$ cat src/rtl/fetch_sequencer_pkg.sv
// Shared definitions for the fetch sequencer: opcode constants, FSM state encoding, default PC width.
package fetch_seq_pkg;

    localparam int unsigned PC_W_DEF = 7;

    localparam logic [5:0] OP_J    = 6'h02;
    localparam logic [5:0] OP_BEQ  = 6'h04;
    localparam logic [5:0] OP_BNE  = 6'h05;
    localparam logic [5:0] OP_HALT = 6'h3F;

    typedef enum logic [2:0] {
        ST_RESET   = 3'd0,
        ST_RUN     = 3'd1,
        ST_BR_WAIT = 3'd2,
        ST_REFILL  = 3'd3,
        ST_HALT    = 3'd4
    } state_t;

    function automatic logic [5:0] opcode_of(input logic [31:0] instr);
        return instr[31:26];
    endfunction

endpackage

$ cat src/rtl/fetch_sequencer_if.sv
// Fetch-stage control bundle between the sequencer (slave) and the fetch datapath (master).
// FETCH_SEQ_STATS_EN adds the bubble_cnt statistics signal.
interface fetch_sequencer_if
    import fetch_seq_pkg::*;
#(
    parameter int unsigned PC_W = PC_W_DEF
);
    logic [31:0]     instr;
    logic            stall_in;
    logic            br_resolved;
    logic            br_taken;
    logic [PC_W-1:0] br_target;
    logic            pc_en;
    logic            pc_sel;
    logic [PC_W-1:0] pc_target;
    logic            if_id_en;
    logic            bubble;
    logic            halted;
    logic            err;
`ifdef FETCH_SEQ_STATS_EN
    logic [15:0]     bubble_cnt;
`endif

    modport slave (
        input  instr, stall_in, br_resolved, br_taken, br_target,
        output pc_en, pc_sel, pc_target, if_id_en, bubble, halted,
`ifdef FETCH_SEQ_STATS_EN
        output bubble_cnt,
`endif
        output err
    );

    modport master (
        output instr, stall_in, br_resolved, br_taken, br_target,
        input  pc_en, pc_sel, pc_target, if_id_en, bubble, halted,
`ifdef FETCH_SEQ_STATS_EN
        input  bubble_cnt,
`endif
        input  err
    );

endinterface

$ cat src/rtl/fetch_sequencer_branch_decode.sv
// Combinational opcode classifier for the word presented by instruction memory.
module branch_decode
    import fetch_seq_pkg::*;
#(
    parameter int unsigned PC_W = PC_W_DEF
) (
    input  logic [31:0]     instr,
    output logic            is_jump,
    output logic            is_branch,
    output logic            is_halt,
    output logic [PC_W-1:0] jump_target
);
    logic [5:0] opcode_s;
    logic       unused_bits_s;

    assign opcode_s      = opcode_of(instr);
    assign is_jump       = (opcode_s == OP_J);
    assign is_branch     = (opcode_s == OP_BEQ) || (opcode_s == OP_BNE);
    assign is_halt       = (opcode_s == OP_HALT);
    assign jump_target   = instr[PC_W-1:0];
    // Operand bits above the jump target carry no control meaning here.
    assign unused_bits_s = ^instr[25:PC_W];

endmodule

$ cat src/rtl/fetch_sequencer.sv
// Instruction-fetch control FSM: PC enable/select, IF/ID bubbles, branch wait with timeout, halt.
// Optional FETCH_SEQ_STATS_EN adds a saturating bubble-cycle counter on the interface.
module fetch_sequencer
    import fetch_seq_pkg::*;
#(
    parameter int unsigned MAX_WAIT = 8,
    parameter int unsigned PC_W     = PC_W_DEF
) (
    input  logic               clk,
    input  logic               rst,
    fetch_sequencer_if.slave   bus
);
    localparam logic [7:0] WAIT_LAST = 8'(MAX_WAIT - 1);

    state_t          state_r;
    logic [7:0]      wait_cnt_r;
    logic            err_r;

    logic            is_jump_s;
    logic            is_branch_s;
    logic            is_halt_s;
    logic [PC_W-1:0] jump_target_s;

    logic            pc_en_s;
    logic            pc_sel_s;
    logic [PC_W-1:0] pc_target_s;
    logic            if_id_en_s;
    logic            bubble_s;
    logic            halted_s;

    branch_decode #(.PC_W(PC_W)) u_decode (
        .instr       (bus.instr),
        .is_jump     (is_jump_s),
        .is_branch   (is_branch_s),
        .is_halt     (is_halt_s),
        .jump_target (jump_target_s)
    );

    // State, branch-wait counter and sticky timeout flag.
    always_ff @(posedge clk) begin
        if (rst) begin
            state_r    <= ST_RESET;
            wait_cnt_r <= 8'd0;
            err_r      <= 1'b0;
        end else begin
            case (state_r)
                ST_RESET: state_r <= ST_RUN;
                ST_RUN: begin
                    if (!bus.stall_in) begin
                        if (is_jump_s) begin
                            state_r <= ST_REFILL;
                        end else if (is_branch_s) begin
                            state_r    <= ST_BR_WAIT;
                            wait_cnt_r <= 8'd0;
                        end else if (is_halt_s) begin
                            state_r <= ST_HALT;
                        end
                    end
                end
                ST_BR_WAIT: begin
                    // Resolution wins over timeout on the final wait cycle.
                    if (bus.br_resolved) begin
                        state_r <= bus.br_taken ? ST_REFILL : ST_RUN;
                    end else if (wait_cnt_r == WAIT_LAST) begin
                        err_r   <= 1'b1;
                        state_r <= ST_HALT;
                    end else begin
                        wait_cnt_r <= wait_cnt_r + 8'd1;
                    end
                end
                ST_REFILL: state_r <= ST_RUN;
                ST_HALT:   state_r <= ST_HALT;
                default:   state_r <= ST_RESET;
            endcase
        end
    end

    // Datapath controls decoded from state, current memory word and branch resolution.
    always_comb begin
        pc_en_s     = 1'b0;
        pc_sel_s    = 1'b0;
        pc_target_s = '0;
        if_id_en_s  = 1'b1;
        bubble_s    = 1'b1;
        halted_s    = 1'b0;
        case (state_r)
            ST_RESET: begin
                bubble_s = 1'b1;
            end
            ST_RUN: begin
                bubble_s = 1'b0;
                if (bus.stall_in) begin
                    if_id_en_s = 1'b0;
                end else if (is_jump_s) begin
                    pc_en_s     = 1'b1;
                    pc_sel_s    = 1'b1;
                    pc_target_s = jump_target_s;
                end else if (is_branch_s || is_halt_s) begin
                    pc_en_s = 1'b0;
                end else begin
                    pc_en_s = 1'b1;
                end
            end
            ST_BR_WAIT: begin
                if (bus.br_resolved && bus.br_taken) begin
                    pc_en_s     = 1'b1;
                    pc_sel_s    = 1'b1;
                    pc_target_s = bus.br_target;
                end else begin
                    pc_en_s = 1'b0;
                end
            end
            ST_REFILL: begin
                pc_en_s = 1'b1;
            end
            ST_HALT: begin
                halted_s = 1'b1;
            end
            default: begin
                pc_en_s = 1'b0;
            end
        endcase
    end

`ifdef FETCH_SEQ_STATS_EN
    logic [15:0] bubble_cnt_r;

    // Saturating count of bubble cycles outside the post-reset cycle.
    always_ff @(posedge clk) begin
        if (rst) begin
            bubble_cnt_r <= 16'd0;
        end else if (bubble_s && (state_r != ST_RESET) && (bubble_cnt_r != 16'hFFFF)) begin
            bubble_cnt_r <= bubble_cnt_r + 16'd1;
        end
    end

    assign bus.bubble_cnt = bubble_cnt_r;
`endif

    assign bus.pc_en     = pc_en_s;
    assign bus.pc_sel    = pc_sel_s;
    assign bus.pc_target = pc_target_s;
    assign bus.if_id_en  = if_id_en_s;
    assign bus.bubble    = bubble_s;
    assign bus.halted    = halted_s;
    assign bus.err       = err_r;

endmodule

$ cat src/flat_wrapper.sv
// flat-port wrapper written by rule: the top's interface ports become plain ports
module fetch_sequencer_flat import fetch_seq_pkg::*;
#(
    parameter int unsigned MAX_WAIT = 8,
    parameter int unsigned PC_W     = PC_W_DEF
)
  (clk, rst, bus_instr, bus_stall_in, bus_br_resolved, bus_br_taken, bus_br_target, bus_pc_en, bus_pc_sel, bus_pc_target, bus_if_id_en, bus_bubble, bus_halted, bus_err);
  fetch_sequencer_if #(.PC_W(PC_W)) bus_i ();
  input  logic clk;
  input  logic rst;
  input wire logic [$bits(bus_i.instr)-1:0] bus_instr;
  input wire logic [$bits(bus_i.stall_in)-1:0] bus_stall_in;
  input wire logic [$bits(bus_i.br_resolved)-1:0] bus_br_resolved;
  input wire logic [$bits(bus_i.br_taken)-1:0] bus_br_taken;
  input wire logic [$bits(bus_i.br_target)-1:0] bus_br_target;
  output wire logic [$bits(bus_i.pc_en)-1:0] bus_pc_en;
  output wire logic [$bits(bus_i.pc_sel)-1:0] bus_pc_sel;
  output wire logic [$bits(bus_i.pc_target)-1:0] bus_pc_target;
  output wire logic [$bits(bus_i.if_id_en)-1:0] bus_if_id_en;
  output wire logic [$bits(bus_i.bubble)-1:0] bus_bubble;
  output wire logic [$bits(bus_i.halted)-1:0] bus_halted;
  output wire logic [$bits(bus_i.err)-1:0] bus_err;
  assign bus_i.instr = bus_instr;
  assign bus_i.stall_in = bus_stall_in;
  assign bus_i.br_resolved = bus_br_resolved;
  assign bus_i.br_taken = bus_br_taken;
  assign bus_i.br_target = bus_br_target;
  assign bus_pc_en = bus_i.pc_en;
  assign bus_pc_sel = bus_i.pc_sel;
  assign bus_pc_target = bus_i.pc_target;
  assign bus_if_id_en = bus_i.if_id_en;
  assign bus_bubble = bus_i.bubble;
  assign bus_halted = bus_i.halted;
  assign bus_err = bus_i.err;
  fetch_sequencer #(.MAX_WAIT(MAX_WAIT), .PC_W(PC_W)) u_core (.clk(clk), .rst(rst), .bus(bus_i));
endmodule
$ cat config.mk
export PLATFORM = sky130hd
export DESIGN_NAME = fetch_sequencer_flat
export DESIGN_NICKNAME = d
export VERILOG_FILES = /design/src/rtl/fetch_sequencer_pkg.sv /design/src/rtl/fetch_sequencer_if.sv /design/src/rtl/fetch_sequencer_branch_decode.sv /design/src/rtl/fetch_sequencer.sv /design/src/flat_wrapper.sv
export SDC_FILE = /design/constraint.sdc
export NUM_CORES = 1
export LEC_CHECK = 0
export CORE_MARGIN = 2
export CORE_UTILIZATION = 33
export DETAILED_ROUTE_END_ITERATION = 7
export GPL_TIMING_DRIVEN = 0
export PLACE_DENSITY = 0.76
export SLEW_MARGIN = 20
export SYNTH_ARGS = -nofsm -noshare
export SYNTH_HDL_FRONTEND = slang
export SYNTH_SLANG_ARGS = --single-unit
$ cat constraint.sdc
create_clock -name clk -period 1.8 [get_ports clk]
set_clock_uncertainty 0.2 [all_clocks]
set_input_delay 0.36 -clock clk [delete_from_list [all_inputs] [get_ports clk]]
set_output_delay 0.36 -clock clk [all_outputs]
set_load 0.05 [all_outputs]
### Word-level counts from Yosys, hierarchy flattened

Index checks and enable logic that the tools add are counted.

* latch bits: 0
* memory bits (read-only): 0
* register bits: 12
* output and inout port bits: 13
* input bits: 44
* RAM bits: 0
* memories: 0

* reduce and logical (&&, ||, !) cells: 9
* shift-type cells: 0
* equal/unequal tests: 16
* $mul: 0
* order comparisons: 0
* add/subtract/negate cells: 1
* mux-type cells: 30
* bitwise logic cells: 1
* div/mod/pow operators: 0

Operators with widths (count)
* two-way mux 8 bit: 5
* two-way mux 7 bit: 3
* two-way mux 3 bit: 6
* one-hot mux 8 bit (2 select lines): 1
* one-hot mux 7 bit (2 select lines): 1
* equality test 6 x 3 -> 1 bit (second input constant): 2
* one-hot mux 3 bit (4 select lines): 1
* two-way mux 1 bit: 10
* adder 8 x 1 -> 8 bit (second input constant): 1
* equality test 8 x 3 -> 1 bit (second input constant): 1
* inequality test 2 bit (second input constant): 4
* equality test 3 x 2 -> 1 bit (second input constant): 2
* equality test 6 x 2 -> 1 bit (second input constant): 1
* equality test 6 bit (second input constant): 1
* AND reduction 3 bit: 2
* AND reduction 6 bit: 1
* inequality test 4 x 1 -> 1 bit (second input constant): 1
* equality test 3 x 1 -> 1 bit (second input constant): 1
* equality test 3 bit (second input constant): 1
* zero test 3 bit: 1
* inequality test 3 x 2 -> 1 bit (second input constant): 1
* one-hot mux 1 bit (3 select lines): 1
* logical OR 1 bit: 2
* two-way mux 2 bit: 1
* 6 further kinds: 6

### Longest topological paths before layout

Gate-level depths: netlist of the first run.

* word-level depth: 7
* mapped depth: 6
* mapped depth without buffers: 5

### Cells and area by module

A second synthesis of the first run with hierarchy kept.

* cell total of the unflattened synthesis: 119
* area, all modules: 943.4 sq um

Modules (own cells, without submodules)
* fetch_sequencer: area an instance 829.5 sq um, times used 1, cells each 106
* branch_decode: area an instance 113.9 sq um, times used 1, cells each 13

### Least setup slack after synthesis of the first run

Ideal clock, no wire load.

* path kind: reg-to-output
* start: reg u_core.state_r[1]
* end: out bus_pc_en
* buffers on the path: 1
* data required time: 1.240 ns
* cell stages (with the launch flop): 6
* path slack: -0.737 ns
* arrival time: 1.977 ns
* cells stage by stage: dfxtp_1 > nor3b_1 > and3_1 > clkbuf_1 > a21oi_1 > a21oi_1

* word-level cells in the longest chain between the ends: 2

Ends and longest elaborated chain
* from (decl): RTL line fetch_sequencer.sv:15 `state_t state_r;`
* from (signal assigned): RTL line fetch_sequencer.sv:63 `state_r <= bus.br_taken ? ST_REFILL : ST_RUN;`
* equality test 3 x 2 -> 1 bit / equality test 3 x 1 -> 1 bit (equally long branches): RTL line fetch_sequencer.sv:86 `case (state_r)`
* one-hot mux 1 bit (3 select lines) (*): RTL line fetch_sequencer.sv:86
* to (decl): RTL line flat_wrapper.sv:16 `output wire logic [$bits(bus_i.pc_en)-1:0] bus_pc_en;`

Every way passes the cells marked *; elsewhere a longest branch is shown, timed or not.

### Worst setup path after layout of the first run

Same ends and word-level chain as after synthesis.

==> results of run 1 <==
repair_timing:
item                       CTS  global route
resized for setup           96            17
pin swaps                   17            10
buffers inserted             9             0
setup endpoints to repair   23            22
gates cloned                 1             0
stage by stage:
| stage | hold WS [ps] | setup TNS, ps |
|---|---|---|
| floorplan | 266.1 | -735.8 |
| global placement | 238.1 | -19070 |
| detailed placement | 244.7 | -19770 |
| CTS | 251.6 | -5600 |
| global route | 281.2 | -6766 |
| finish | 245.2 | -4739 |
final cells by class:
| class | instances | area (µm²) | share of cell area [%] |
|---|---|---|---|
| multi-input combinational | 83 | 778.2 | 48.33 |
| buffer | 5 | 61.31 | 3.807 |
| tap | 31 | 38.79 | 2.409 |
| timing repair buffer | 44 | 421.7 | 26.18 |
| clock buffer | 3 | 22.52 | 1.399 |
| inverter | 9 | 33.78 | 2.098 |
| sequential | 12 | 254.0 | 15.77 |
metal layers:
metal | share of wire [%] | wire, µm
met1 | 35 | 1017
met2 | 57 | 1671
met3 | 6.1 | 177
met4 | 1.6 | 48
met5 | 0 | 0
final timing paths:
path | startpoint | end | slack (ps) | cells past startpoint
worst max register to register | u_core.state_r[2] | u_core.wait_cnt_r[1] | -210 | 7
worst max-delay path | u_core.state_r[1] | bus_pc_en | -380 | 6
worst min register to register | u_core.bus.err | u_core.bus.err | 250 | 2
worst min-delay path | u_core.bus.err | u_core.bus.err | 250 | 2
logic make-up (layout without fill, tap and decap cells):
group           count (synthesis)  after routing  synth area share, %
flops                          12             12                25.95
simple gates                   45             45                32.43
compound gates                 36             36                28.92
buf+inv                        17             61                10.41
fa+ha+maj                       1              1                1.351
xor+xnor                        1              1               0.9461
report_power, final:
part	switching, mW	total (mW)	internal, mW
clock	0.0890	0.167	0.0775
sequential	0.0211	0.294	0.273
combinational	0.121	0.224	0.103
state kept, by name, summed over array words and instances (netlist names):
signal             flops
u_core.state_r         3
u_core.wait_cnt_r      8
u_core.bus.err         1
critical path, delay by kind of cell, from the launching register on:
family	cells	cell delay, ps
AO/OA/AOI/OAI	2	170
buffers and inverters	2	320
flip-flops	1	410
AND/OR/NAND/NOR	2	440
placed cells by master (no fill, tap or decap), drive strengths merged, types with 3 or more instances in the layout:
cell / count
a31oi: 3
dfxtp: 12
a311oi: 3
or3: 3
inv: 9
dlygate4sd2: 7
and3: 5
nand3: 7
nor2: 3
a22o: 7
o21ai: 3
o31ai: 3
a21oi: 8
nor3b: 3
nand2: 8
o211ai: 3
or4: 5
buf: 20
clkdlybuf4s50: 15
clkbuf: 9
==> results.ini, run 1 <==
[run_status]
status=finished with violations
violations=negative setup slack

[clock_tree]
cts_hold_buf=0
root_buffer=clkbuf_4
worst_skew_pair.late_latency_ps=270
clkSlewWorstSetupHoldPaths_ps=70
numCtsBuffers=3
htree_levels=1
cts_sinks=12
cts.path.max_buffers=2
cts_tree=yes

[place]
gp_congestion=0.8104
place_inst=178
port_buffers=35
pre_cts_slack_ps=-1385
post_dp_cell_area_mm2=0.001451
dpl.hpwl_um=2028

[timing]
period_needed_ps=2179
worst_slew_pin_slew_ps=532.5
max_freq_mhz=459.0
finalSetupViolCount=20
slew_violations=0
rsz0062_at_grt=yes
finalHoldViolCount=0
finalWorstSetupSlack_ps=-378.8
period_share_pct=121.0
slew_headroom_pct=64.41

[routing]
drtIter0Drc=35
routedWlPerCell_um=15.58
dr.pass1.iters=4
ant_nets=0
vias=1085
via_per_inst=5.802
wl_um=2914
route.detailed.drc=0

[critical_path]
end_kind=output port
crit_top_cell=a21oi_4
critPathLaunchType=register
criticalPathCategory=reg -> out
path_cells=nor3b_4 -> and3_4 -> clkbuf_16 -> a21oi_4 -> a21oi_4 -> buf_6
crit_path_top_delay_cell=dfxtp_4
max_stage_delay_ps=410
arrival_ps=1620
cp_max_fo=7
worst_ep_required_time_ps=1240

[finish]
nets=203
utilization_pct=59.42
fillers=247
diodes=0
final_cells=187
postLayoutCellArea_mm2=0.001610
layout-drive-gt1-share_pct=43.59
area_growth_pct=73.92

[logic_synthesis]
ys_seq_area_share_pct=25.95
synth.area.top_cells=dfxtp_1 (26%), a22o_1 (6.6%), a21oi_1 (4.3%)
syn_nets=157
syn_inst=112
synth-seq-cells=12
netlist.area_leader.share_pct=25.95
synth_area_per_cell_um2=8.267
synth_most_common_cell=dfxtp_1
synthFlopType=dfxtp_1
yosys-top-cells-count=dfxtp_1 (12), inv_1 (9), a21oi_1 (8), nand2_1 (8)
synth.largest_area_cell=dfxtp_1
post_synth_num_cell_types=40
synthArstFlopShare_pct=0
synth_warnings=0
synth-edff-count=0
syn_area_um2=925.9

[global_route]
grt_pass1_vias=1182
use_met1_pct=18.41
busiest_layer=met2
grt_pass1_wl_um=5071
antenna_found_initial=0
grt_use_total_pct=19.38
grt_max_degree=10
grtUsageMet3_pct=5.896
grt-ovfl-total=0
grt_use_met2_pct=37.93

[power_and_ir_drop]
ir_worst_vdd_uv=343.6
total_leakage_power_nw=0.6304
p_per_area_mw_per_mm2=424.8
p_total_mw=0.6841

[floorplan]
rows=19
die_w_um=56.97
die_h_um=56.97
initial_core_util_pct=34.16
die_area_mm2=0.003246
core-area_mm2=0.002710
io_pins=57

[job]
cap_viol_max_count=0

[min_path]
hold_class=reg -> reg

Note: power is estimated with default switching activity, not from simulation.
==> run 2: changes to the inputs <==
==> constraint.sdc (replaced) <==
create_clock -name clk -period 2 [get_ports clk]
set_clock_uncertainty 0.2 [all_clocks]
set_input_delay 0.4 -clock clk [delete_from_list [all_inputs] [get_ports clk]]
set_output_delay 0.4 -clock clk [all_outputs]
set_load 0.05 [all_outputs]
==> results.ini, run 2 (synthesis results as in run 1) <==
[run_status]
status=finished with violations
violations=negative setup slack

[routing]
vias=1110
routedWlPerCell_um=15.63
dr.pass1.iters=4
via_per_inst=5.812
drtIter0Drc=36
route.detailed.drc=0
wl_um=2986
ant_nets=0

[critical_path]
critPathLaunchType=register
arrival_ps=1650
end_kind=output port
cp_max_fo=7
path_delay_family=simple AND/OR/NAND/NOR gates
worst_ep_required_time_ps=1400
crit_top_cell=a21oi_4
path_buf_inv=2
max_stage_delay_ps=420
path_cells=nor3b_4 -> and3_4 -> clkbuf_16 -> a21oi_4 -> a21oi_4 -> buf_6
crit_path_top_delay_cell=dfxtp_4
criticalPathCategory=reg -> out

[place]
port_buffers=35
gp_congestion=0.8204
dpl.hpwl_um=2022
post_dp_cell_area_mm2=0.001403

[clock_tree]
cts_sinks=12
htree_levels=1
cts_tree=yes
root_buffer=clkbuf_4
cts_hold_buf=0
clkSlewWorstSetupHoldPaths_ps=90
cts.path.max_buffers=2
numCtsBuffers=3
worst_skew_pair.late_latency_ps=280

[finish]
area_growth_pct=76.89
top_register=u_core.wait_cnt_r
largest_reg_flops=8
fillers=242
nets=206
layout-drive-gt1-share_pct=40.63
utilization_pct=60.43
postLayoutCellArea_mm2=0.001638
layout_common_cells=buf_4 (15), clkdlybuf4s50_1 (15), inv_1 (9)
diodes=0

[floorplan]
initial_core_util_pct=34.16
die_area_mm2=0.003246
io_pins=57
die_h_um=56.97
rows=19
die_w_um=56.97
core-area_mm2=0.002710

[timing]
slew_violations=0
finalHoldViolCount=0
max_freq_mhz=444.8
rsz0062_at_grt=yes
slew_headroom_pct=67.63
period_needed_ps=2248
worst_slew_pin_slew_ps=487.5
period_share_pct=112.4
finalWorstSetupSlack_ps=-248.0
finalSetupViolCount=9

[power_and_ir_drop]
ir_worst_vdd_uv=346.6
p_per_area_mw_per_mm2=423.5
total_leakage_power_nw=0.6544

[global_route]
grt_pass1_vias=1106
grtUsageMet3_pct=4.989
grt-ovfl-total=0
grt_pass1_wl_um=4740
grt_use_met2_pct=34.65
antenna_found_initial=0
grt_use_total_pct=18.17
grt_max_degree=11
use_met1_pct=19.27
busiest_layer=met2

[min_path]
hold_class=reg -> reg

[job]
cap_viol_max_count=0

-- run 2: worst reg2reg max path, delay by kind of cell, from the launching register on --
kind	cells	cell delay, ps
flops	1	390
simple gates	2	690
buf+inv	2	340
compound gates	2	250
-- run 2: final cells by class --
| type | count | area [µm²] | area share (%) |
|---|---|---|---|
| Clock buffer | 4 | 36.28 | 2.215 |
| Timing Repair Buffer | 47 | 464.2 | 28.34 |
| Inverter | 9 | 33.78 | 2.063 |
| Tap cell | 31 | 38.79 | 2.368 |
| Sequential cell | 12 | 252.7 | 15.43 |
| Buffer | 5 | 61.31 | 3.743 |
| Multi-Input combinational cell | 83 | 750.7 | 45.84 |
-- run 2: worst paths after layout --
kind,startpoint,to,slack (ps),cells after the start
setup / recovery,u_core.state_r[1],bus_pc_en,-250,6
setup reg to reg,u_core.state_r[1],u_core.wait_cnt_r[1],50,6
hold reg to reg,u_core.bus.err,u_core.bus.err,260,2
hold / removal,u_core.bus.err,u_core.bus.err,260,2
-- run 2: power breakdown --
group | switching (mW) | internal (mW) | leakage (nW)
logic | 0.122 | 0.108 | 0.534
registers | 0.0150 | 0.245 | 0.0996
clock network | 0.0922 | 0.111 | 0.0210
-- run 2: metal layers --
metal  vias to the layer above  wire, µm
li1                        530         -
met5                         -         0
met4                         0        61
met2                        42      1693
met1                       531      1033
met3                         7       198
-- run 2: stage by stage --
stage / setup slack [ps] / hold WS [ps] / setup TNS (ps) / total power, mW / cells
2_1_floorplan: -30.51 / 266.1 / -30.51 / 0.3704 / 112
3_3_place_gp: -1320 / 243.0 / -16370 / 0.4572 / 178
3_5_place_dp: -1320 / 252.1 / -16610 / 0.4606 / 178
4_1_cts: -280.0 / 261.6 / -2169 / 0.6720 / 186
5_1_grt: -303.5 / 293.3 / -2655 / 0.7241 / 191
6_report: -248.0 / 262.0 / -1936 / 0.6936 / 191
-- run 2: repair_timing --
item,CTS,global route
pin swaps,8,9
setup endpoints to repair,23,18
resized for setup,106,16
buffers inserted,5,7
gates cloned,1,0
==> run 3: changes to the inputs <==
--- a/config.mk
+++ b/config.mk
@@ -6,10 +6,10 @@
 export NUM_CORES = 1
 export LEC_CHECK = 0
 export CORE_MARGIN = 2
-export CORE_UTILIZATION = 33
+export CORE_UTILIZATION = 30
 export DETAILED_ROUTE_END_ITERATION = 7
 export GPL_TIMING_DRIVEN = 0
-export PLACE_DENSITY = 0.76
+export PLACE_DENSITY = 0.7
 export SLEW_MARGIN = 20
 export SYNTH_ARGS = -nofsm -noshare
 export SYNTH_HDL_FRONTEND = slang
==> constraint.sdc (replaced) <==
create_clock -name clk -period 2 [get_ports clk]
set_clock_uncertainty 0.2 [all_clocks]
set_input_delay 0.3 -clock clk [delete_from_list [all_inputs] [get_ports clk]]
set_output_delay 0.3 -clock clk [all_outputs]
set_load 0.05 [all_outputs]
==> results.ini, run 3 (synthesis results as in run 1) <==
[place]
post_dp_cell_area_mm2=0.001339
port_buffers=35
gp_congestion=0.8435
dpl.hpwl_um=2076
place_inst=180

[finish]
top_register=u_core.wait_cnt_r
largest_reg_flops=8
area_growth_pct=71.62
postLayoutCellArea_mm2=0.001589
final_common_cell=clkdlybuf4s50_1
layout_common_cells=clkdlybuf4s50_1 (17), buf_4 (12), inv_1 (9)
diodes=0
final_cells=192
layout-drive-gt1-share_pct=40.25
nets=206

[global_route]
grt_pass1_vias=1058
grt_use_total_pct=17.29
grt-ovfl-total=0
grt_max_degree=11
antenna_found_initial=0
grt_pass1_wl_um=4664

[clock_tree]
cts_sinks=12
cts_tree=yes
worst_skew_pair.late_latency_ps=280
cts_hold_buf=0
root_buffer=clkbuf_4
htree_levels=1
cts.path.max_buffers=2
numCtsBuffers=3
clkSlewWorstSetupHoldPaths_ps=80

[routing]
via_per_inst=5.568
vias=1069
drtIter0Drc=50
dr.pass1.iters=4
met3_length_um=152
wl_met2_um=1630
met1_length_um=1077
top_layer_used=met4
routedWlPerCell_um=15.17
wl_um=2913
ant_nets=0
route.detailed.drc=0

[min_path]
min_path_cells=2
worstHoldEndpoint=u_core.bus.err
hold_class=reg -> reg
hold_start=u_core.bus.err

[floorplan]
die_area_mm2=0.003547
die_h_um=59.56
io_pins=57
die_w_um=59.56
rows=20
core-area_mm2=0.003003
initial_core_util_pct=30.83

[power_and_ir_drop]
p_per_area_mw_per_mm2=388.1
total_leakage_power_nw=0.6325
ir_worst_vdd_uv=199.0

[timing]
timing.hold.ws_ps=252.1
period_share_pct=106.8
finalSetupViolCount=11
slew_headroom_pct=67.57
period_needed_ps=2135
setup_tns_ps=-846.7
rsz0062_at_grt=yes
max_freq_mhz=468.3
worst_slew_pin_slew_ps=484.9
slew_violations=0
finalHoldViolCount=0
finalWorstSetupSlack_ps=-135.3

[critical_path]
r2r-end=u_core.wait_cnt_r[1]
r2r_slack_ps=-30
r2r-start=u_core.state_r[1]
criticalPathCategory=reg -> out
arrival_ps=1640
critPathLaunchType=register
cp_max_fo=6
worst_ep_required_time_ps=1500
r2r_cells=7
end_kind=output port

[run_status]
status=finished with violations
violations=negative setup slack

[job]
cap_viol_max_count=0

[run 3: cell types whose count changed in the layout (fill, tap and decap cells not counted), moves of 2 or more]
cell,delta
buf_6,+3
clkdlybuf4s50_1,+2
buf_4,-3
a21oi_2,+2
[run 3: worst max-delay path by stage]
stage                            end               from
finish              bus_pc_target[0]  u_core.state_r[1]
global route        bus_pc_target[5]  u_core.state_r[1]
CTS                        bus_pc_en  u_core.state_r[2]
detailed placement  bus_pc_target[3]       bus_stall_in
global placement    bus_pc_target[2]       bus_stall_in
floorplan           bus_pc_target[0]  u_core.state_r[2]
[run 3: metrics by stage]
| stage | power [mW] | util (%) | setup slack, ps |
|---|---|---|---|
| 2_1_floorplan | 0.3688 | - | -48.36 |
| 3_3_place_gp | 0.4535 | 44.58 | -1180 |
| 3_5_place_dp | 0.4567 | 44.58 | -1215 |
| 4_1_cts | 0.6187 | 51.75 | -161.3 |
| 5_1_grt | 0.6471 | 52.92 | -180.7 |
| 6_report | 0.6167 | 52.92 | -135.3 |
[run 3: critical path, stage by stage, from the launching register on]
cell and delay, ps:
dfxtp_4 380, nor3b_4 160, and3_4 190, buf_8 130, buf_6 110, a22o_4 240, buf_8 140
[run 3: cell type report]
cell class / count / area, µm²
fill: 295 / 1414
multi-input combinational: 83 / 714.4
timing repair buffer: 47 / 475.5
sequential: 12 / 250.2
buffer: 5 / 51.30
tap: 33 / 41.29
inverter: 9 / 33.78
clock buffer: 3 / 22.52
[run 3: timing repair]
| item | 4_1_cts | 5_1_grt |
|---|---|---|
| setup buffers | 8 | 4 |
| endpoints found under the hold margin | 0 | 0 |
| pin swaps | 14 | 9 |
| gates resized for setup | 105 | 12 |
| endpoints found under the setup margin | 19 | 17 |
| cloned | 1 | 0 |
[run 3: power by group]
part | switching, mW | internal (mW) | total [mW]
logic | 0.107 | 0.0942 | 0.202
registers | 0.0176 | 0.245 | 0.263
clock network | 0.0822 | 0.0698 | 0.152
total | 0.207 | 0.409 | 0.617
[run 3: metal layers]
layer / global-route usage, % / vias to the layer above
met3: 5.459 / 6
li1: - / 527
met5: 0 / -
met4: 4.762 / 0
met1: 18.71 / 504
met2: 32.03 / 32
